==> config.mk <==
export PLATFORM = sky130hd
export DESIGN_NAME = ldm_stm_seq_ctrl
export DESIGN_NICKNAME = d
export VERILOG_FILES = /design/src/rtl/ldm_stm_pkg.sv /design/src/rtl/ldm_stm_lsb_picker.sv /design/src/rtl/ldm_stm_seq_ctrl.sv
export SDC_FILE = /design/constraint.sdc
export NUM_CORES = 1
export LEC_CHECK = 0
export ABC_CLOCK_PERIOD_IN_PS = 6750
export BUFFER_PORTS_ARGS = -buffer_cell sky130_fd_sc_hd__buf_2
export CAP_MARGIN = 20
export CORE_MARGIN = 2
export CORE_UTILIZATION = 50
export CTS_CLUSTER_DIAMETER = 50
export DETAILED_ROUTE_END_ITERATION = 10
export PLACE_DENSITY = 0.73
export SKIP_LAST_GASP = 1
export SLEW_MARGIN = 20
export SYNTH_ARGS = -nofsm -noshare
export SYNTH_HDL_FRONTEND = slang
export SYNTH_SLANG_ARGS = --single-unit
==> constraint.sdc <==
create_clock -name clk_in -period 6.75 [get_ports clk_in]
set_input_delay 1.0125 -clock clk_in [delete_from_list [all_inputs] [get_ports clk_in]]
set_output_delay 1.0125 -clock clk_in [all_outputs]
set_load 0.01 [all_outputs]
==> src/rtl/ldm_stm_pkg.sv <==
// Shared types and helpers for the LDM/STM block-transfer sequencer.
package ldm_stm_pkg;

    typedef enum logic [2:0] {
        ST_IDLE,
        ST_CALC,
        ST_XFER,
        ST_WB,
        ST_DONE
    } state_e;

    localparam int WORD_BYTES = 4;

    function automatic logic [4:0] popcount16(input logic [15:0] v);
        logic [4:0] cnt;
        cnt = '0;
        for (int i = 0; i < 16; i++) begin
            cnt = cnt + {4'd0, v[i]};
        end
        return cnt;
    endfunction

endpackage

==> src/rtl/ldm_stm_lsb_picker.sv <==
// Finds the lowest set bit of the remaining register list and clears it.
module ldm_stm_lsb_picker
    import ldm_stm_pkg::*;
(
    input  logic [15:0] list_i,
    output logic [3:0]  idx_o,
    output logic        valid_o,
    output logic [15:0] list_clr_o
);

    // Descending scan so the last (lowest) hit wins.
    always_comb begin
        idx_o   = '0;
        valid_o = 1'b0;
        for (int i = 15; i >= 0; i--) begin
            if (list_i[i]) begin
                idx_o   = 4'(i);
                valid_o = 1'b1;
            end
        end
    end

    assign list_clr_o = list_i & (list_i - 16'd1);

endmodule

==> src/rtl/ldm_stm_seq_ctrl.sv <==
// LDM/STM sequencer: one beat per listed register, ascending, plus base writeback.
// Optional PC-load fetch flush is built only when LDM_STM_PC_FLUSH_EN is defined.
//
// state | meaning
// IDLE  | waiting for start_in, fields latched on start
// CALC  | popcount, start address and writeback value
// XFER  | one beat per set bit, advances on mem_ready_in
// WB    | base writeback strobe (suppressed when Rn is loaded)
// DONE  | one-cycle completion pulse
module ldm_stm_seq_ctrl
    import ldm_stm_pkg::*;
#(
    parameter int ADDR_W = 32,
    parameter int LIST_W = 16
) (
    input  logic              clk_in,
    input  logic              reset_in,
    input  logic              start_in,
    input  logic              p_in,
    input  logic              u_in,
    input  logic              w_in,
    input  logic              l_in,
    input  logic [3:0]        base_reg_in,
    input  logic [ADDR_W-1:0] base_in,
    input  logic [LIST_W-1:0] reg_list_in,
    input  logic              mem_ready_in,
    output logic [3:0]        reg_addr_out,
    output logic [ADDR_W-1:0] mem_addr_out,
    output logic              mem_rd_en_out,
    output logic              mem_wr_en_out,
    output logic              rf_wr_en_out,
    output logic              wb_en_out,
    output logic [ADDR_W-1:0] wb_data_out,
    output logic              busy_out,
    output logic              done_out,
    output logic              pc_flush_out
);

    localparam logic [ADDR_W-1:0] WORD_INC = ADDR_W'(WORD_BYTES);

    state_e            state_q, state_d;
    logic              p_q, p_d;
    logic              u_q, u_d;
    logic              w_q, w_d;
    logic              l_q, l_d;
    logic [3:0]        base_reg_q, base_reg_d;
    logic [ADDR_W-1:0] base_q, base_d;
    logic [ADDR_W-1:0] addr_q, addr_d;
    logic [ADDR_W-1:0] wb_val_q, wb_val_d;
    logic [LIST_W-1:0] list_q, list_d;
    logic [LIST_W-1:0] rem_q, rem_d;

    logic [3:0]        pick_idx;
    logic              pick_valid;
    logic [LIST_W-1:0] rem_next;
    logic [4:0]        n_c;
    logic [ADDR_W-1:0] span_c;
    logic [ADDR_W-1:0] start_addr_c;
    logic              wb_suppress_c;

    ldm_stm_lsb_picker u_picker (
        .list_i     (rem_q),
        .idx_o      (pick_idx),
        .valid_o    (pick_valid),
        .list_clr_o (rem_next)
    );

    assign n_c    = popcount16(list_q);
    assign span_c = ADDR_W'(n_c) * WORD_INC;

    // Every mode walks upward from the lowest address of the block.
    always_comb begin
        case ({p_q, u_q})
            2'b01:   start_addr_c = base_q;
            2'b11:   start_addr_c = base_q + WORD_INC;
            2'b00:   start_addr_c = base_q - span_c + WORD_INC;
            default: start_addr_c = base_q - span_c;
        endcase
    end

    // A load that includes Rn already delivers its final value.
    assign wb_suppress_c = l_q & list_q[base_reg_q];

    always_ff @(posedge clk_in) begin
        if (reset_in) begin
            state_q    <= ST_IDLE;
            p_q        <= 1'b0;
            u_q        <= 1'b0;
            w_q        <= 1'b0;
            l_q        <= 1'b0;
            base_reg_q <= '0;
            base_q     <= '0;
            addr_q     <= '0;
            wb_val_q   <= '0;
            list_q     <= '0;
            rem_q      <= '0;
        end else begin
            state_q    <= state_d;
            p_q        <= p_d;
            u_q        <= u_d;
            w_q        <= w_d;
            l_q        <= l_d;
            base_reg_q <= base_reg_d;
            base_q     <= base_d;
            addr_q     <= addr_d;
            wb_val_q   <= wb_val_d;
            list_q     <= list_d;
            rem_q      <= rem_d;
        end
    end

    always_comb begin
        state_d       = state_q;
        p_d           = p_q;
        u_d           = u_q;
        w_d           = w_q;
        l_d           = l_q;
        base_reg_d    = base_reg_q;
        base_d        = base_q;
        addr_d        = addr_q;
        wb_val_d      = wb_val_q;
        list_d        = list_q;
        rem_d         = rem_q;
        reg_addr_out  = '0;
        mem_addr_out  = '0;
        mem_rd_en_out = 1'b0;
        mem_wr_en_out = 1'b0;
        wb_en_out     = 1'b0;
        wb_data_out   = '0;
        busy_out      = 1'b0;
        done_out      = 1'b0;

        case (state_q)
            ST_IDLE: begin
                if (start_in) begin
                    p_d        = p_in;
                    u_d        = u_in;
                    w_d        = w_in;
                    l_d        = l_in;
                    base_reg_d = base_reg_in;
                    base_d     = base_in;
                    list_d     = reg_list_in;
                    rem_d      = reg_list_in;
                    state_d    = ST_CALC;
                end
            end
            ST_CALC: begin
                busy_out = 1'b1;
                addr_d   = start_addr_c;
                wb_val_d = u_q ? (base_q + span_c) : (base_q - span_c);
                state_d  = (n_c == '0) ? ST_DONE : ST_XFER;
            end
            ST_XFER: begin
                busy_out      = 1'b1;
                reg_addr_out  = pick_idx;
                mem_addr_out  = addr_q;
                mem_rd_en_out = pick_valid & l_q;
                mem_wr_en_out = pick_valid & ~l_q;
                if (mem_ready_in) begin
                    rem_d  = rem_next;
                    addr_d = addr_q + WORD_INC;
                    if (rem_next == '0) begin
                        state_d = w_q ? ST_WB : ST_DONE;
                    end
                end
            end
            ST_WB: begin
                busy_out    = 1'b1;
                wb_en_out   = ~wb_suppress_c;
                wb_data_out = wb_val_q;
                state_d     = ST_DONE;
            end
            ST_DONE: begin
                done_out = 1'b1;
                state_d  = ST_IDLE;
            end
            default: begin
                state_d = ST_IDLE;
            end
        endcase
    end

    assign rf_wr_en_out = mem_rd_en_out & mem_ready_in;

`ifdef LDM_STM_PC_FLUSH_EN
    assign pc_flush_out = (state_q == ST_DONE) & l_q & list_q[15];
`else
    assign pc_flush_out = 1'b0;
`endif

endmodule
# == Word level (Yosys, flattened, before mapping) ==
# Index checks and enable logic that the tools add are counted.
# totals
register_bits,139
latch_bits,0
ram_bits,0
mem_bits_ro,0
in_bits,60
out_inout_bits,75
wordCells,115
mem_count,0
# op_classes
addsub,21
n_mul,0
n_div,0
n_lt_le_gt_ge,1
eq_ne,9
shift,0
n_mux,55
bitwise_logic,7
reduce_logical,11
# op_table
cell,count
$mux W32,4
$add A32 B3 Y32 const B,3
$pmux W32 S3,1
$mux W4,17
$pmux W32 S2,1
$add A5 B1 Y5,11
$add A32 B7 Y32,1
$mux W16,2
$pmux W16 S2,1
$sub A32 B7 Y32,1
$mux W1,22
$and A16 B16 Y16,1
$logic_not A16 Y1,1
$sub A16 B1 Y16 const B,1
$mux W3,5
$pmux W3 S4,1
$eq A3 B2 Y1 const B,2
$ne A2 B2 Y1 const B,3
$reduce_and A3 Y1,2
$add A4 B1 Y5,1
$logic_not A5 Y1,1
$lt A4 B5 Y1 const B,1
$add A3 B1 Y4,1
$and A1 B1 Y1,4
other kinds (13),16

# == Longest topological paths before layout ==
# depth
ltp_word,19
ltp_mapped,27

# == Cells and area by module ==
# A second synthesis with hierarchy kept.
# unflattened
hier_cells,1603
area_unflattened_um2,11200.7
# modules_own_cells
mod,instances,cells_each,area_per_inst_um2
ldm_stm_seq_ctrl,1,1551,10855.4
ldm_stm_lsb_picker,1,52,345.3

# == Least setup slack after synthesis ==
# No wires, ideal clock.
# synth_timing
kind,reg2reg
start,register list_q[5]
end,register addr_q[21]
arrival_ns,6.152
t_required_ns,6.612
path_slack_ns,0.460
path_stages_with_launch,24
n_path_buf,0
synth_period_minus_slack_ns,6.290
path_cell_list,dfxtp_1 -> inv_1 -> fa_1 -> inv_1 -> fa_1 -> fa_1 -> inv_1 -> fa_1 -> inv_1 -> ha_1 -> inv_1 -> fa_1 -> xnor2_1 -> ha_1 -> nor2b_1 -> a2111oi_4 -> nor2_2 -> xnor2_1 -> nand4_1 -> or4_4 -> o2111ai_1 -> o21ai_0 -> a2111oi_0 -> o22ai_1
# synth_via
elab_chain_len,15
# synth_lines
element,line_no,rtl
"start, declared",ldm_stm_seq_ctrl.sv:50,"logic [LIST_W-1:0] list_q, list_d;"
"start signal, assigned",ldm_stm_seq_ctrl.sv:107,list_q <= list_d;
$add A5 B1 Y5 (*) (11 in a row),ldm_stm_pkg.sv:18,"cnt = cnt + {4'd0, v[i]};"
$sub A32 B7 Y32 (*),"ldm_stm_seq_ctrl.sv:76, ldm_stm_seq_ctrl.sv:77",
$add A32 B3 Y32,ldm_stm_seq_ctrl.sv:76,2'b00: start_addr_c = base_q - span_c + WORD_INC;
$pmux W32 S3 (*),ldm_stm_seq_ctrl.sv:73,"case ({p_q, u_q})"
$pmux W32 S2 (*),ldm_stm_seq_ctrl.sv:133,case (state_q)
"end signal, assigned",ldm_stm_seq_ctrl.sv:105,addr_q <= addr_d;
"end, declared",ldm_stm_seq_ctrl.sv:48,"logic [ADDR_W-1:0] addr_q, addr_d;"
# Every way passes the cells marked *; elsewhere a longest branch is shown, timed or not.
# A chain may end at the register's enable or synchronous reset.

# == Final worst setup path ==
# layout_timing
start,register list_q[5]
end,register addr_q[31]
# Same word-level chain as after synthesis.

==> results.toml <==
[worst_setup_path]
cp.required_ps = 7040
reg2reg_from = "list_q[5]$_SDFFE_PP0P_"
critPathArrivalTime_ps = 6740
crit_start = "list_q[5]$_SDFFE_PP0P_"
path_class = "reg2reg"
crit_family = "adder cells"
cp_max_fo = 7
r2r_cells = 23
rrSetupSlack_ps = 300
slowest_stage = "fa_1"
cpPeakStageDelay_ps = 540
crit_buf_inv = 4
critical_path.endpoint = "addr_q[31]$_SDFFE_PP0P_"
worstPathCellList = "inv_1, fa_1, inv_1, fa_1, inv_1, fa_1, fa_1, inv_1, ha_1, a21o_1, a21oi_1, xnor2_1, ha_1, nor2b_2, a211oi_4, nor3_1, a2111oi_1, o211ai_1, or3_1, nor3_1, xnor2_1, a221oi_1, nor3_1"
end_kind = "flop"
start_kind = "flop"
r2r_end = "addr_q[31]$_SDFFE_PP0P_"
cp_num_cells = 23

[timing]
maxSlewViolCount = 0
finalSetupTns_ps = 0
max_freq_mhz = 155
max-slew-margin-rel_pct = 33.3
tightest_slew_ps = 1000
skew_ps = 10.2
period_share_pct = 95.6
hold_viol = 0
setup_violations = 0
min_period_ps = 6450

[layout]
n_fill_cell = 2046
insertedDiodeCount = 0
layout-drive-gt1-share_pct = 16.2
multi_input_area_mm2 = 0.00748
seq_area_mm2 = 0.00278
final_util_pct = 58.9
final_cell_area_mm2 = 0.0124
nets = 1722
synthToLayoutAreaGrowth_pct = 15.1

[placement]
hpwl_um = 27400
io_buffers = 133
gp_congestion = 1.02
place_area_mm2 = 0.0116

[synthesis]
yosysWarningCount = 0
synth_area_leaders = "dfxtp_1 26%, nand2_1 9.0%, a21oi_1 8.9%"
ys_seq_elements = 139
async_reset_ff_share_pct = 0
synth_edf_count = 0
syn-num-nets = 1648
synth_area_leader_cell = "dfxtp_1"
synth_cell_types = 79
synth_area_mm2 = 0.0108
synthCells = 1555
synth-main-ff-cell = "dfxtp_1"
avgSynthCellArea_um2 = 6.94
yosysSeqAreaShare_pct = 25.8
synth_top_area_share_pct = 25.8

[floorplan]
coreArea_mm2 = 0.0211
dieWidth_um = 151
rows = 53
io_pins = 135
die_area_mm2 = 0.0228
fp.dieH_um = 151
initial_core_util_pct = 51.2

[route]
ant_nets = 0
wl_per_cell_um = 19.6
first_pass_iters = 8
via_per_inst = 6.14
finalWirelength_um = 37600
drc = 0
vias = 11800
drt_iter0_drc = 931

[cts]
tritoncts = "yes"
htreeDepth = 4
worstSkewPairLatency_ps = 440
cts_sinks = 139
cts_buffers = 17
path_clk_slew_ps = 70
cts_hold_buf = 0
cts_root_buffer = "clkbuf_16"
clockBufferDepth = 2

[grt]
grt_pass1_wl_um = 58400
grt_pass1_vias = 11000
antenna_found_initial = 0
grt_max_degree = 82
track_usage_pct = 32.9
grt_overflow = 0

[flow_run]
drv_cap = 0

[min_path]
worstHoldStart = "wb_val_q[17]$_SDFFE_PP0P_"
hold_path_class = "reg2reg"

[status]
status = "completed"
worst min-delay path, stage by stage, from the launching register on:
cell     delay [ps]
dfxtp_1         310
nand2_1          50
a21oi_1          50
sequential cells by signal, indices dropped and copies added (netlist names):
register    flops
list_q         16
u_q             1
p_q             1
rem_q          16
l_q             1
state_q         3
base_q         32
w_q             1
base_reg_q      4
addr_q         32
wb_val_q       32
kinds of logic after synthesis:
logic type / after synthesis / synth area share [%]
compound gates: 420 / 23.6
xor+xnor: 83 / 6.73
fa+ha+maj: 34 / 4.75
buf+inv: 179 / 6.38
flops: 139 / 25.8
mux: 17 / 2.17
other cells: 1 / 0.0347
simple gates: 682 / 30.5
area by class of cell:
type | instances | share of cell area [%]
Sequential cell | 139 | 22.4
Inverter | 52 | 1.57
Clock inverter | 14 | 1.22
Multi-Input combinational cell | 1237 | 60.2
Timing Repair Buffer | 182 | 8.33
Clock buffer | 18 | 3.53
Tap cell | 275 | 2.77
per-stage QoR:
step	instances	setup slack (ps)	hold slack (ps)
CTS	1910	17.7	450
finish	1917	300	446
detailed placement	1878	7.20	442
global route	1917	-94.9	473
floorplan	1555	460	427
global placement	1878	170	435
cells in the mapped netlist, types with 5 or more instances:
cell	number
a21boi_0	5
nor4_1	17
a22oi_1	6
or3_1	10
a211oi_1	24
a21oi_1	192
o211ai_1	10
a32oi_1	7
and3_1	51
nand2b_1	13
inv_1	51
buf_2	8
buf_1	8
o22ai_1	12
and2_1	41
xnor2_1	54
fa_1	12
nand3_1	42
xor2_1	29
o31ai_1	6
nor2_1	126
ha_1	21
nor2b_1	16
clkbuf_1	109
dfxtp_1	139
mux2i_1	11
nor3_1	52
o21ai_0	76
nand4_1	21
mux4_2	5
a31oi_1	23
nand2_1	259
metal layers:
layer  part of all wire [%]  GRT usage (%)  vias up  wire [um]
li1                       -              -     5633          -
met1                     41           41.3     5495      15400
met2                     46           53.7      527      17400
met3                    7.6           5.33      117       2850
met4                    5.2           18.5        0       1970
met5                      0              0        -          0
worst min path at each step:
stage	endpoint	slack (ps)	cells past startpoint
after floorplan	wb_val_q[10]$_SDFFE_PP0P_	430	2
after global placement	wb_val_q[27]$_SDFFE_PP0P_	430	2
after detailed placement	addr_q[0]$_SDFFE_PP0P_	440	2
after CTS	wb_val_q[24]$_SDFFE_PP0P_	450	2
after global routing	wb_val_q[20]$_SDFFE_PP0P_	470	2
final	wb_val_q[17]$_SDFFE_PP0P_	450	2
placed cells by master, fill, tap and decap left out, types with 12 or more instances in the layout:
cell type  instances
nand3_1           42
o21ai_0           73
a211oi_1          23
ha_1              18
clkbuf_16         17
nor4_1            15
nor2_1           123
inv_1             51
xnor2_1           50
nand4_1           21
nand2b_1          12
nor2b_1           14
buf_4             50
dfxtp_1          139
o22ai_1           12
nor3_1            49
xor2_1            29
a31oi_1           23
and3_1            50
nand2_1          258
a21oi_1          192
and2_1            40
buf_2            132
what timing repair did:
action	in CTS	in global routing
pin swaps	1	9
buffers inserted	0	7
resized for setup	0	34
endpoints found under the setup margin	1	18
Power is not shown: default switching activity piles up to over one toggle a cycle in this logic, so the estimate is an artifact.
